--- src/rtl/multdiv_ctrl_pkg.sv ---
// Shared types and default constants for the mult/div sequencer.
package multdiv_ctrl_pkg;

  typedef enum logic [1:0] {
    ST_IDLE  = 2'd0,
    ST_START = 2'd1,
    ST_RUN   = 2'd2,
    ST_HOLD  = 2'd3
  } md_state_e;

  localparam logic OP_MULT = 1'b0;
  localparam logic OP_DIV  = 1'b1;

  localparam int DEF_DATA_W        = 32;
  localparam int DEF_TAG_W         = 5;
  localparam int DEF_TIMEOUT       = 40;
  localparam int DEF_MASK_CYC      = 2;
  localparam int DEF_EXC_RD        = 30;
  localparam int DEF_EXC_MULT_CODE = 4;
  localparam int DEF_EXC_DIV_CODE  = 5;

  // Bits needed to count 0 .. max_count-1.
  function automatic int cnt_width(input int max_count);
    return (max_count <= 2) ? 1 : $clog2(max_count);
  endfunction

endpackage

--- src/rtl/multdiv_ctrl_if.sv ---
// Request, unit-side and writeback signals of the mult/div sequencer.
interface multdiv_ctrl_if
  import multdiv_ctrl_pkg::*;
#(
  parameter int DATA_W = DEF_DATA_W,
  parameter int TAG_W  = DEF_TAG_W
) ();

  logic              req_valid;
  logic              req_op;
  logic [DATA_W-1:0] req_a;
  logic [DATA_W-1:0] req_b;
  logic [TAG_W-1:0]  req_rd;
  logic              busy;

  logic              ctrl_MULT;
  logic              ctrl_DIV;
  logic [DATA_W-1:0] unit_operandA;
  logic [DATA_W-1:0] unit_operandB;
  logic [DATA_W-1:0] unit_result;
  logic              unit_exception;
  logic              unit_resultRDY;

  logic              wb_valid;
  logic [DATA_W-1:0] wb_data;
  logic [TAG_W-1:0]  wb_rd;
  logic              wb_exception;
  logic              wb_ack;

  modport slave (
    input  req_valid, req_op, req_a, req_b, req_rd,
    output busy,
    output ctrl_MULT, ctrl_DIV, unit_operandA, unit_operandB,
    input  unit_result, unit_exception, unit_resultRDY,
    output wb_valid, wb_data, wb_rd, wb_exception,
    input  wb_ack
  );

  modport master (
    output req_valid, req_op, req_a, req_b, req_rd,
    input  busy,
    input  ctrl_MULT, ctrl_DIV, unit_operandA, unit_operandB,
    output unit_result, unit_exception, unit_resultRDY,
    input  wb_valid, wb_data, wb_rd, wb_exception,
    output wb_ack
  );

endinterface

--- src/rtl/multdiv_ctrl_cycle_counter.sv ---
// Clearable RUN-phase counter saturating at TIMEOUT-1, with mask and timeout flags.
module md_cycle_counter #(
  parameter int TIMEOUT  = 40,
  parameter int MASK_CYC = 2,
  parameter int CNT_W    = 6
) (
  input  logic clock,
  input  logic reset,
  input  logic clear_i,
  input  logic en_i,
  output logic mask_done_o,
  output logic timeout_o
);

  localparam logic [CNT_W-1:0] CNT_LAST = CNT_W'(TIMEOUT - 1);

  logic [CNT_W-1:0] count_q, count_d;

  always_comb begin
    count_d = count_q;
    if (clear_i) begin
      count_d = '0;
    end else if (en_i && !timeout_o) begin
      count_d = count_q + CNT_W'(1);
    end
  end

  always_ff @(posedge clock) begin
    if (reset) begin
      count_q <= '0;
    end else begin
      count_q <= count_d;
    end
  end

  assign mask_done_o = int'(count_q) >= MASK_CYC;
  assign timeout_o   = (count_q == CNT_LAST);

endmodule

--- src/rtl/multdiv_ctrl.sv ---
// Sequencer between execute stage and the shared iterative mult/div unit.
// Optional macro MULTDIV_DIVZERO_FAST_EN: divide-by-zero completes without running the unit.
module multdiv_ctrl
  import multdiv_ctrl_pkg::*;
#(
  parameter int DATA_W        = DEF_DATA_W,
  parameter int TAG_W         = DEF_TAG_W,
  parameter int TIMEOUT       = DEF_TIMEOUT,
  parameter int MASK_CYC      = DEF_MASK_CYC,
  parameter int EXC_RD        = DEF_EXC_RD,
  parameter int EXC_MULT_CODE = DEF_EXC_MULT_CODE,
  parameter int EXC_DIV_CODE  = DEF_EXC_DIV_CODE
) (
  input  logic           clock,
  input  logic           reset,
  multdiv_ctrl_if.slave  bus
);

  // state | meaning
  // IDLE  | waiting for req_valid; busy follows req_valid
  // START | one-cycle ctrl_MULT/ctrl_DIV pulse, RUN counter cleared
  // RUN   | waiting for qualified unit_resultRDY or timeout
  // HOLD  | writeback presented until wb_ack

  localparam int                CNT_W      = cnt_width(TIMEOUT);
  localparam logic [TAG_W-1:0]  EXC_RD_T   = TAG_W'(EXC_RD);
  localparam logic [DATA_W-1:0] EXC_MULT_T = DATA_W'(EXC_MULT_CODE);
  localparam logic [DATA_W-1:0] EXC_DIV_T  = DATA_W'(EXC_DIV_CODE);

  md_state_e         state_q, state_d;
  logic              op_q, op_d;
  logic [DATA_W-1:0] a_q, a_d;
  logic [DATA_W-1:0] b_q, b_d;
  logic [TAG_W-1:0]  rd_q, rd_d;
  logic              ctrl_mult_q, ctrl_mult_d;
  logic              ctrl_div_q, ctrl_div_d;
  logic              wb_valid_q, wb_valid_d;
  logic [DATA_W-1:0] wb_data_q, wb_data_d;
  logic [TAG_W-1:0]  wb_rd_q, wb_rd_d;
  logic              wb_exc_q, wb_exc_d;

  logic cnt_clear, cnt_en, mask_done, timeout;
  logic accept, rdy_qual, run_done, run_exc;

  md_cycle_counter #(
    .TIMEOUT  (TIMEOUT),
    .MASK_CYC (MASK_CYC),
    .CNT_W    (CNT_W)
  ) u_cnt (
    .clock       (clock),
    .reset       (reset),
    .clear_i     (cnt_clear),
    .en_i        (cnt_en),
    .mask_done_o (mask_done),
    .timeout_o   (timeout)
  );

  // Ready beats timeout when both land on the last RUN cycle.
  assign rdy_qual = bus.unit_resultRDY && mask_done;
  assign run_done = rdy_qual || timeout;
  assign run_exc  = rdy_qual ? bus.unit_exception : 1'b1;

  always_comb begin
    state_d     = state_q;
    op_d        = op_q;
    a_d         = a_q;
    b_d         = b_q;
    rd_d        = rd_q;
    ctrl_mult_d = 1'b0;
    ctrl_div_d  = 1'b0;
    wb_valid_d  = wb_valid_q;
    wb_data_d   = wb_data_q;
    wb_rd_d     = wb_rd_q;
    wb_exc_d    = wb_exc_q;
    cnt_clear   = 1'b0;
    cnt_en      = 1'b0;
    accept      = 1'b0;

    case (state_q)
      ST_IDLE: begin
        accept = bus.req_valid;
      end
      ST_START: begin
        cnt_clear = 1'b1;
        state_d   = ST_RUN;
      end
      ST_RUN: begin
        cnt_en = 1'b1;
        if (run_done) begin
          state_d    = ST_HOLD;
          wb_valid_d = 1'b1;
          wb_exc_d   = run_exc;
          wb_rd_d    = run_exc ? EXC_RD_T : rd_q;
          if (!run_exc) begin
            wb_data_d = bus.unit_result;
          end else begin
            wb_data_d = (op_q == OP_DIV) ? EXC_DIV_T : EXC_MULT_T;
          end
        end
      end
      ST_HOLD: begin
        if (bus.wb_ack) begin
          state_d    = ST_IDLE;
          wb_valid_d = 1'b0;
          wb_data_d  = '0;
          wb_rd_d    = '0;
          wb_exc_d   = 1'b0;
          accept     = bus.req_valid;
        end
      end
      default: begin
        state_d = ST_IDLE;
      end
    endcase

    // Shared by IDLE and HOLD so an ack plus a new request needs no bubble.
    if (accept) begin
      op_d        = bus.req_op;
      a_d         = bus.req_a;
      b_d         = bus.req_b;
      rd_d        = bus.req_rd;
      state_d     = ST_START;
      ctrl_mult_d = (bus.req_op == OP_MULT);
      ctrl_div_d  = (bus.req_op == OP_DIV);
`ifdef MULTDIV_DIVZERO_FAST_EN
      if (bus.req_op == OP_DIV && bus.req_b == '0) begin
        state_d    = ST_HOLD;
        ctrl_div_d = 1'b0;
        wb_valid_d = 1'b1;
        wb_exc_d   = 1'b1;
        wb_rd_d    = EXC_RD_T;
        wb_data_d  = EXC_DIV_T;
      end
`endif
    end
  end

  always_ff @(posedge clock) begin
    if (reset) begin
      state_q     <= ST_IDLE;
      op_q        <= OP_MULT;
      a_q         <= '0;
      b_q         <= '0;
      rd_q        <= '0;
      ctrl_mult_q <= 1'b0;
      ctrl_div_q  <= 1'b0;
      wb_valid_q  <= 1'b0;
      wb_data_q   <= '0;
      wb_rd_q     <= '0;
      wb_exc_q    <= 1'b0;
    end else begin
      state_q     <= state_d;
      op_q        <= op_d;
      a_q         <= a_d;
      b_q         <= b_d;
      rd_q        <= rd_d;
      ctrl_mult_q <= ctrl_mult_d;
      ctrl_div_q  <= ctrl_div_d;
      wb_valid_q  <= wb_valid_d;
      wb_data_q   <= wb_data_d;
      wb_rd_q     <= wb_rd_d;
      wb_exc_q    <= wb_exc_d;
    end
  end

  assign bus.busy          = (state_q == ST_IDLE) ? bus.req_valid : 1'b1;
  assign bus.ctrl_MULT     = ctrl_mult_q;
  assign bus.ctrl_DIV      = ctrl_div_q;
  assign bus.unit_operandA = a_q;
  assign bus.unit_operandB = b_q;
  assign bus.wb_valid      = wb_valid_q;
  assign bus.wb_data       = wb_data_q;
  assign bus.wb_rd         = wb_rd_q;
  assign bus.wb_exception  = wb_exc_q;

endmodule

--- src/flat_wrapper.sv ---
// flat-port wrapper written by rule: the top's interface ports become plain ports
module multdiv_ctrl_flat import multdiv_ctrl_pkg::*;
#(
  parameter int DATA_W        = DEF_DATA_W,
  parameter int TAG_W         = DEF_TAG_W,
  parameter int TIMEOUT       = DEF_TIMEOUT,
  parameter int MASK_CYC      = DEF_MASK_CYC,
  parameter int EXC_RD        = DEF_EXC_RD,
  parameter int EXC_MULT_CODE = DEF_EXC_MULT_CODE,
  parameter int EXC_DIV_CODE  = DEF_EXC_DIV_CODE
)
  (clock, reset, bus_req_valid, bus_req_op, bus_req_a, bus_req_b, bus_req_rd, bus_busy, bus_ctrl_MULT, bus_ctrl_DIV, bus_unit_operandA, bus_unit_operandB, bus_unit_result, bus_unit_exception, bus_unit_resultRDY, bus_wb_valid, bus_wb_data, bus_wb_rd, bus_wb_exception, bus_wb_ack);
  multdiv_ctrl_if #(.DATA_W(DATA_W), .TAG_W(TAG_W)) bus_i ();
  input  logic clock;
  input  logic reset;
  input wire logic [$bits(bus_i.req_valid)-1:0] bus_req_valid;
  input wire logic [$bits(bus_i.req_op)-1:0] bus_req_op;
  input wire logic [$bits(bus_i.req_a)-1:0] bus_req_a;
  input wire logic [$bits(bus_i.req_b)-1:0] bus_req_b;
  input wire logic [$bits(bus_i.req_rd)-1:0] bus_req_rd;
  output wire logic [$bits(bus_i.busy)-1:0] bus_busy;
  output wire logic [$bits(bus_i.ctrl_MULT)-1:0] bus_ctrl_MULT;
  output wire logic [$bits(bus_i.ctrl_DIV)-1:0] bus_ctrl_DIV;
  output wire logic [$bits(bus_i.unit_operandA)-1:0] bus_unit_operandA;
  output wire logic [$bits(bus_i.unit_operandB)-1:0] bus_unit_operandB;
  input wire logic [$bits(bus_i.unit_result)-1:0] bus_unit_result;
  input wire logic [$bits(bus_i.unit_exception)-1:0] bus_unit_exception;
  input wire logic [$bits(bus_i.unit_resultRDY)-1:0] bus_unit_resultRDY;
  output wire logic [$bits(bus_i.wb_valid)-1:0] bus_wb_valid;
  output wire logic [$bits(bus_i.wb_data)-1:0] bus_wb_data;
  output wire logic [$bits(bus_i.wb_rd)-1:0] bus_wb_rd;
  output wire logic [$bits(bus_i.wb_exception)-1:0] bus_wb_exception;
  input wire logic [$bits(bus_i.wb_ack)-1:0] bus_wb_ack;
  assign bus_i.req_valid = bus_req_valid;
  assign bus_i.req_op = bus_req_op;
  assign bus_i.req_a = bus_req_a;
  assign bus_i.req_b = bus_req_b;
  assign bus_i.req_rd = bus_req_rd;
  assign bus_busy = bus_i.busy;
  assign bus_ctrl_MULT = bus_i.ctrl_MULT;
  assign bus_ctrl_DIV = bus_i.ctrl_DIV;
  assign bus_unit_operandA = bus_i.unit_operandA;
  assign bus_unit_operandB = bus_i.unit_operandB;
  assign bus_i.unit_result = bus_unit_result;
  assign bus_i.unit_exception = bus_unit_exception;
  assign bus_i.unit_resultRDY = bus_unit_resultRDY;
  assign bus_wb_valid = bus_i.wb_valid;
  assign bus_wb_data = bus_i.wb_data;
  assign bus_wb_rd = bus_i.wb_rd;
  assign bus_wb_exception = bus_i.wb_exception;
  assign bus_i.wb_ack = bus_wb_ack;
  multdiv_ctrl #(.DATA_W(DATA_W), .TAG_W(TAG_W), .TIMEOUT(TIMEOUT), .MASK_CYC(MASK_CYC), .EXC_RD(EXC_RD), .EXC_MULT_CODE(EXC_MULT_CODE), .EXC_DIV_CODE(EXC_DIV_CODE)) u_core (.clock(clock), .reset(reset), .bus(bus_i));
endmodule
--- config.mk ---
export PLATFORM = sky130hd
export DESIGN_NAME = multdiv_ctrl_flat
export DESIGN_NICKNAME = d
export VERILOG_FILES = /design/src/rtl/multdiv_ctrl_pkg.sv /design/src/rtl/multdiv_ctrl_if.sv /design/src/rtl/multdiv_ctrl_cycle_counter.sv /design/src/rtl/multdiv_ctrl.sv /design/src/flat_wrapper.sv
export SDC_FILE = /design/constraint.sdc
export NUM_CORES = 1
export LEC_CHECK = 0
export ABC_AREA = 1
export CAP_MARGIN = 10
export CORE_MARGIN = 2
export CORE_UTILIZATION = 42
export CTS_CLUSTER_SIZE = 12
export DETAILED_ROUTE_END_ITERATION = 10
export PLACE_DENSITY = 0.88
export SLEW_MARGIN = 10
export SYNTH_ARGS = -nofsm -noshare
export SYNTH_HDL_FRONTEND = slang
export SYNTH_HIERARCHICAL = 1
export SYNTH_SLANG_ARGS = --single-unit
--- constraint.sdc ---
create_clock -name clock -period 2.8 [get_ports clock]
set_clock_uncertainty 0.2 [all_clocks]
set_input_delay 0.42 -clock clock [delete_from_list [all_inputs] [get_ports clock]]
set_output_delay 0.42 -clock clock [all_outputs]
set_load 0.05 [all_outputs]
==> metrics.md <==
| Metric | Value |
|---|---|
| Result of the run | `finished clean` |
| Most frequent cells after synthesis | `269 x sky130_fd_sc_hd__nand2_1, 119 x sky130_fd_sc_hd__dfxtp_1, 47 x sky130_fd_sc_hd__a21oi_1, 47 x sky130_fd_sc_hd__nor2_1, 44 x sky130_fd_sc_hd__nand3_1` |
| Ant. Diodes | `0` |
| I/O pin count | `about 210` |
| Yosys top cell area share | `49.76%` |
| DIE AREA | `about 12000 um2` |
| Cells on worst reg2reg path | `8` |
| Hold path endpoint | `u_core/bus.unit_operandB[31]` |
| Required time of the critical path | `2.93 ns` |
| Iteration-0 DRC count of the detailed router | `between 300 and 400` |
| F_max | `405.9 MHz` |
| Number of buffers inserted by post-CTS setup repair | `0` |
| Count of flip-flops with a built-in enable after synthesis | `0` |
| Ys async rst share | `0%` |
| Met1 Track Usage GR | `~28%` |
| Source of the worst register-to-register timing path | `u_core/state_q[1]` |
| Seq pwr share | `a little under a third` |
| Routed wire length | `~14000 um` |
| Worst-Margin Slew | `1.079 ns` |
| Number of hold-repair buffers added at the cts stage | `0` |
| Total CTS buffers | `17` |
| Avg Cell Area, Syn | `7.253 um2` |
| Number of cells on the worst hold path | `2` |
| Switch Pwr | `around 2.8 mW` |
| R2R Setup Slk | `between 0.3 and 0.4 ns` |
| Aggregate global-route resource usage | `between 20% and 30%` |
| Post-route cell area | `about 7500 um2` |
| Combinational power share | `approximately 40%` |
| Critical Path Sink Type | `flop` |
| Final layout net count | `between 900 and 1000` |
| Internal power component | `between 4 and 5 mW` |
| MaxCap Viol Count | `0` |
| Cell area after technology mapping | `4787 um2` |
| Number of instances resized during post-cts repair | `0` |
| CTS tree | `done` |
| Global-route track usage on met3 | `about 5.2%` |
| Launch instance of the worst min-delay path | `u_core/bus.unit_operandB[31]` |
| Antenna Violating Nets Remaining | `0` |
| Final estimated routing congestion in global placement | `roughly 0.8` |
| Floorplan die height | `110.8 um` |
| Post-placement cell area | `6984 um2` |
| Total of buffers placed on input and output ports | `roughly 210` |
| # DRC | `0` |
| Maximum number of pins on one net before global-route repair | `67` |
| TNS Setup | `0 ns` |
| H-tree depth | `4` |
| Root buffer cell | `sky130_fd_sc_hd__clkbuf_16` |
| Most used routing layer | `met2` |
| Setup crit start kind | `flop` |
| Post-synth top area cell | `sky130_fd_sc_hd__dfxtp_1` |
| Highest net fanout along the worst path | `between 60 and 70` |
| Global-route met2 utilization | `38.81%` |
| Type of the most critical hold path | `reg -> reg` |
| Biggest area contributors in the synthesized netlist | `sky130_fd_sc_hd__dfxtp_1 50%, sky130_fd_sc_hd__nand2_1 21%, sky130_fd_sc_hd__a21oi_1 4.9%` |
| Worst-case clock buffer depth | `2` |
| Vias per cell | `between 4 and 5` |
| Max-slew headroom at the worst pin | `between 20% and 30%` |
| DP HPWL | `9489 um` |
| Horizontal extent of the die | `110.8 um` |
| Part of the power in the clock network | `between 20% and 30%` |
| Final critical-path required period | `between 2 and 2.5 ns` |
| Number of global-route vias before repair | `4671` |
| Reg-to-Reg End | `u_core/bus.unit_operandB[27]` |
| RSZ-0062 raised after global routing | `no` |
| Clk pin slew, worst setup/hold paths | `0.05 ns` |
| Count of mapped cells out of synthesis | `660` |
| Initial Util | `a little over two fifths` |
| Setup violators final | `0` |
| First-pass GRT wire length | `around 23000 um` |
| Pins over their slew limit | `0` |
| Cell area power density | `930.5 nW/um2` |
| Area growth from synthesis to final layout | `57.61%` |
| Total of flip-flops plus latches after synthesis | `119` |
| Fraction of layout cells with a size suffix above 1 | `around 6.3%` |
| Sequential element share of the synthesized area | `about half` |
| Net count of the mapped netlist | `775` |
| Core region area | `10980 um2` |
| Worst IR drop on VDD | `around 0.79 mV` |
| Clock latency on the worst-skew pair | `approximately 0.4 ns` |
| Grt total ovfl | `0` |
| DR WL/cell | `roughly 14 um` |
| Worst path arrival time | `about 2.6 ns` |
| Number of placement rows | `38` |
| Number of hold-slack violations in the final timing report | `0` |
| Most used DFF post-synth | `sky130_fd_sc_hd__dfxtp_1` |
| Type of the worst setup path | `reg -> reg` |
| Most frequently used cell type in the post-synthesis netlist | `sky130_fd_sc_hd__nand2_1` |
| Synth unique cells | `24` |
| Via count | `around 5000` |
| Antenna violations before repair | `0` |
| Drt pass-1 iters | `5` |
| Count of yosys warnings during synthesis | `6` |
| Switching Fraction | `approximately two fifths` |
| Sink Count | `119` |
| Lkg Pwr | `around 3.1 nW` |
| Final cycle utilization of the critical path | `slightly below 90%` |
through the flow:
stage                     worst slack (ns)  hold WS (ns)  std cells  util (%)  total power [mW]
after global routing                0.1178        0.2627       1008     68.69             7.351
final                               0.3365        0.2408       1008     68.69             7.020
after CTS                           0.2743        0.2451       1008     68.69             7.068
after floorplan                     0.8601        0.2194        660         -             4.038
after global placement              0.2581        0.2266        979     63.59             4.942
after detailed placement            0.2322        0.2311        979     63.59             4.985
layout by cell type (no fill, tap or decap), types with 9 or more instances in the layout:
| cell | netlist | layout |
|---|---|---|
| sky130_fd_sc_hd__nand2_1 | 269 | 269 |
| sky130_fd_sc_hd__clkdlybuf4s50_1 | 0 | 212 |
| sky130_fd_sc_hd__dfxtp_1 | 119 | 119 |
| sky130_fd_sc_hd__nor2_1 | 47 | 47 |
| sky130_fd_sc_hd__a21oi_1 | 47 | 47 |
| sky130_fd_sc_hd__nand3_1 | 44 | 44 |
| sky130_fd_sc_hd__nand4_1 | 33 | 33 |
| sky130_fd_sc_hd__inv_1 | 22 | 22 |
| sky130_fd_sc_hd__clkbuf_16 | 0 | 17 |
| sky130_fd_sc_hd__buf_4 | 3 | 9 |
per-layer routing:
metal | up-vias | wire length, um
li1 | 2497 | -
met1 | 2269 | 5994
met2 | 180 | 7046
met3 | 18 | 815
met4 | 0 | 278
met5 | - | 0
flip-flops by register name, indices dropped and copies added, names as in the netlist:
register and flops:
u_core/bus.unit_operandB 32, u_core/bus.wb_valid 1, u_core/bus.ctrl_DIV 1, u_core/state_q 2
u_core/op_q 1, u_core/bus.ctrl_MULT 1, u_core/rd_q 5, u_core/bus.wb_rd 5
u_core/bus.wb_data 32, u_core/u_cnt/count_q 6, u_core/bus.wb_exception 1, u_core/bus.unit_operandA 32
power by group through the flow:
| stage | Sequential, mW | Clock (mW) | Combinational, mW |
|---|---|---|---|
| final | 2.21 | 2.06 | 2.74 |
| after floorplan | 3.22 | 0 | 0.818 |
| after detailed placement | 2.24 | 0 | 2.74 |
| after global placement | 2.23 | 0 | 2.71 |
| after global routing | 2.26 | 2.19 | 2.91 |
| after CTS | 2.22 | 2.09 | 2.76 |
layout make-up:
cell class | count | area [um2]
Fill cell | 917 | 3438
Sequential cell | 119 | 2382
Timing Repair Buffer | 223 | 2230
Multi-Input combinational cell | 471 | 2100
Clock buffer | 20 | 456.7
Tap cell | 140 | 175.2
Clock inverter | 9 | 103.9
Inverter | 26 | 97.59
critical path: stages (launching register included):
cell and delay (ns):
sky130_fd_sc_hd__dfxtp_1 0.42, sky130_fd_sc_hd__inv_1 0.08, sky130_fd_sc_hd__ha_1 0.21, sky130_fd_sc_hd__o21bai_1 0.16, sky130_fd_sc_hd__nand2_1 0.13, sky130_fd_sc_hd__nand2_2 0.12
sky130_fd_sc_hd__inv_2 0.79, sky130_fd_sc_hd__nand2_1 0.15, sky130_fd_sc_hd__nand2_1 0.12
kinds of logic after synthesis:
family	synth area share, %
flip-flops	49.76
AND/OR/NAND/NOR	35.68
XOR/XNOR	0.1830
AO/OA/AOI/OAI	6.064
adder cells (fa/ha/maj)	1.830
buffers and inverters	6.482
worst max path at each step:
stage / start / to / slack [ns] / depth (start not counted)
2_1_floorplan: u_core/u_cnt/count_q[0] / u_core/bus.wb_data[27] / 0.86 / 12
6_report: u_core/state_q[1] / u_core/bus.unit_operandB[27] / 0.34 / 8
3_3_place_gp: bus_wb_ack / u_core/op_q / 0.26 / 8
5_1_grt: u_core/state_q[0] / u_core/bus.unit_operandB[27] / 0.12 / 8
4_1_cts: u_core/state_q[0] / u_core/bus.unit_operandB[27] / 0.27 / 8
3_5_place_dp: bus_wb_ack / u_core/bus.unit_operandA[22] / 0.23 / 8
(Power assumes the default switching activity.)
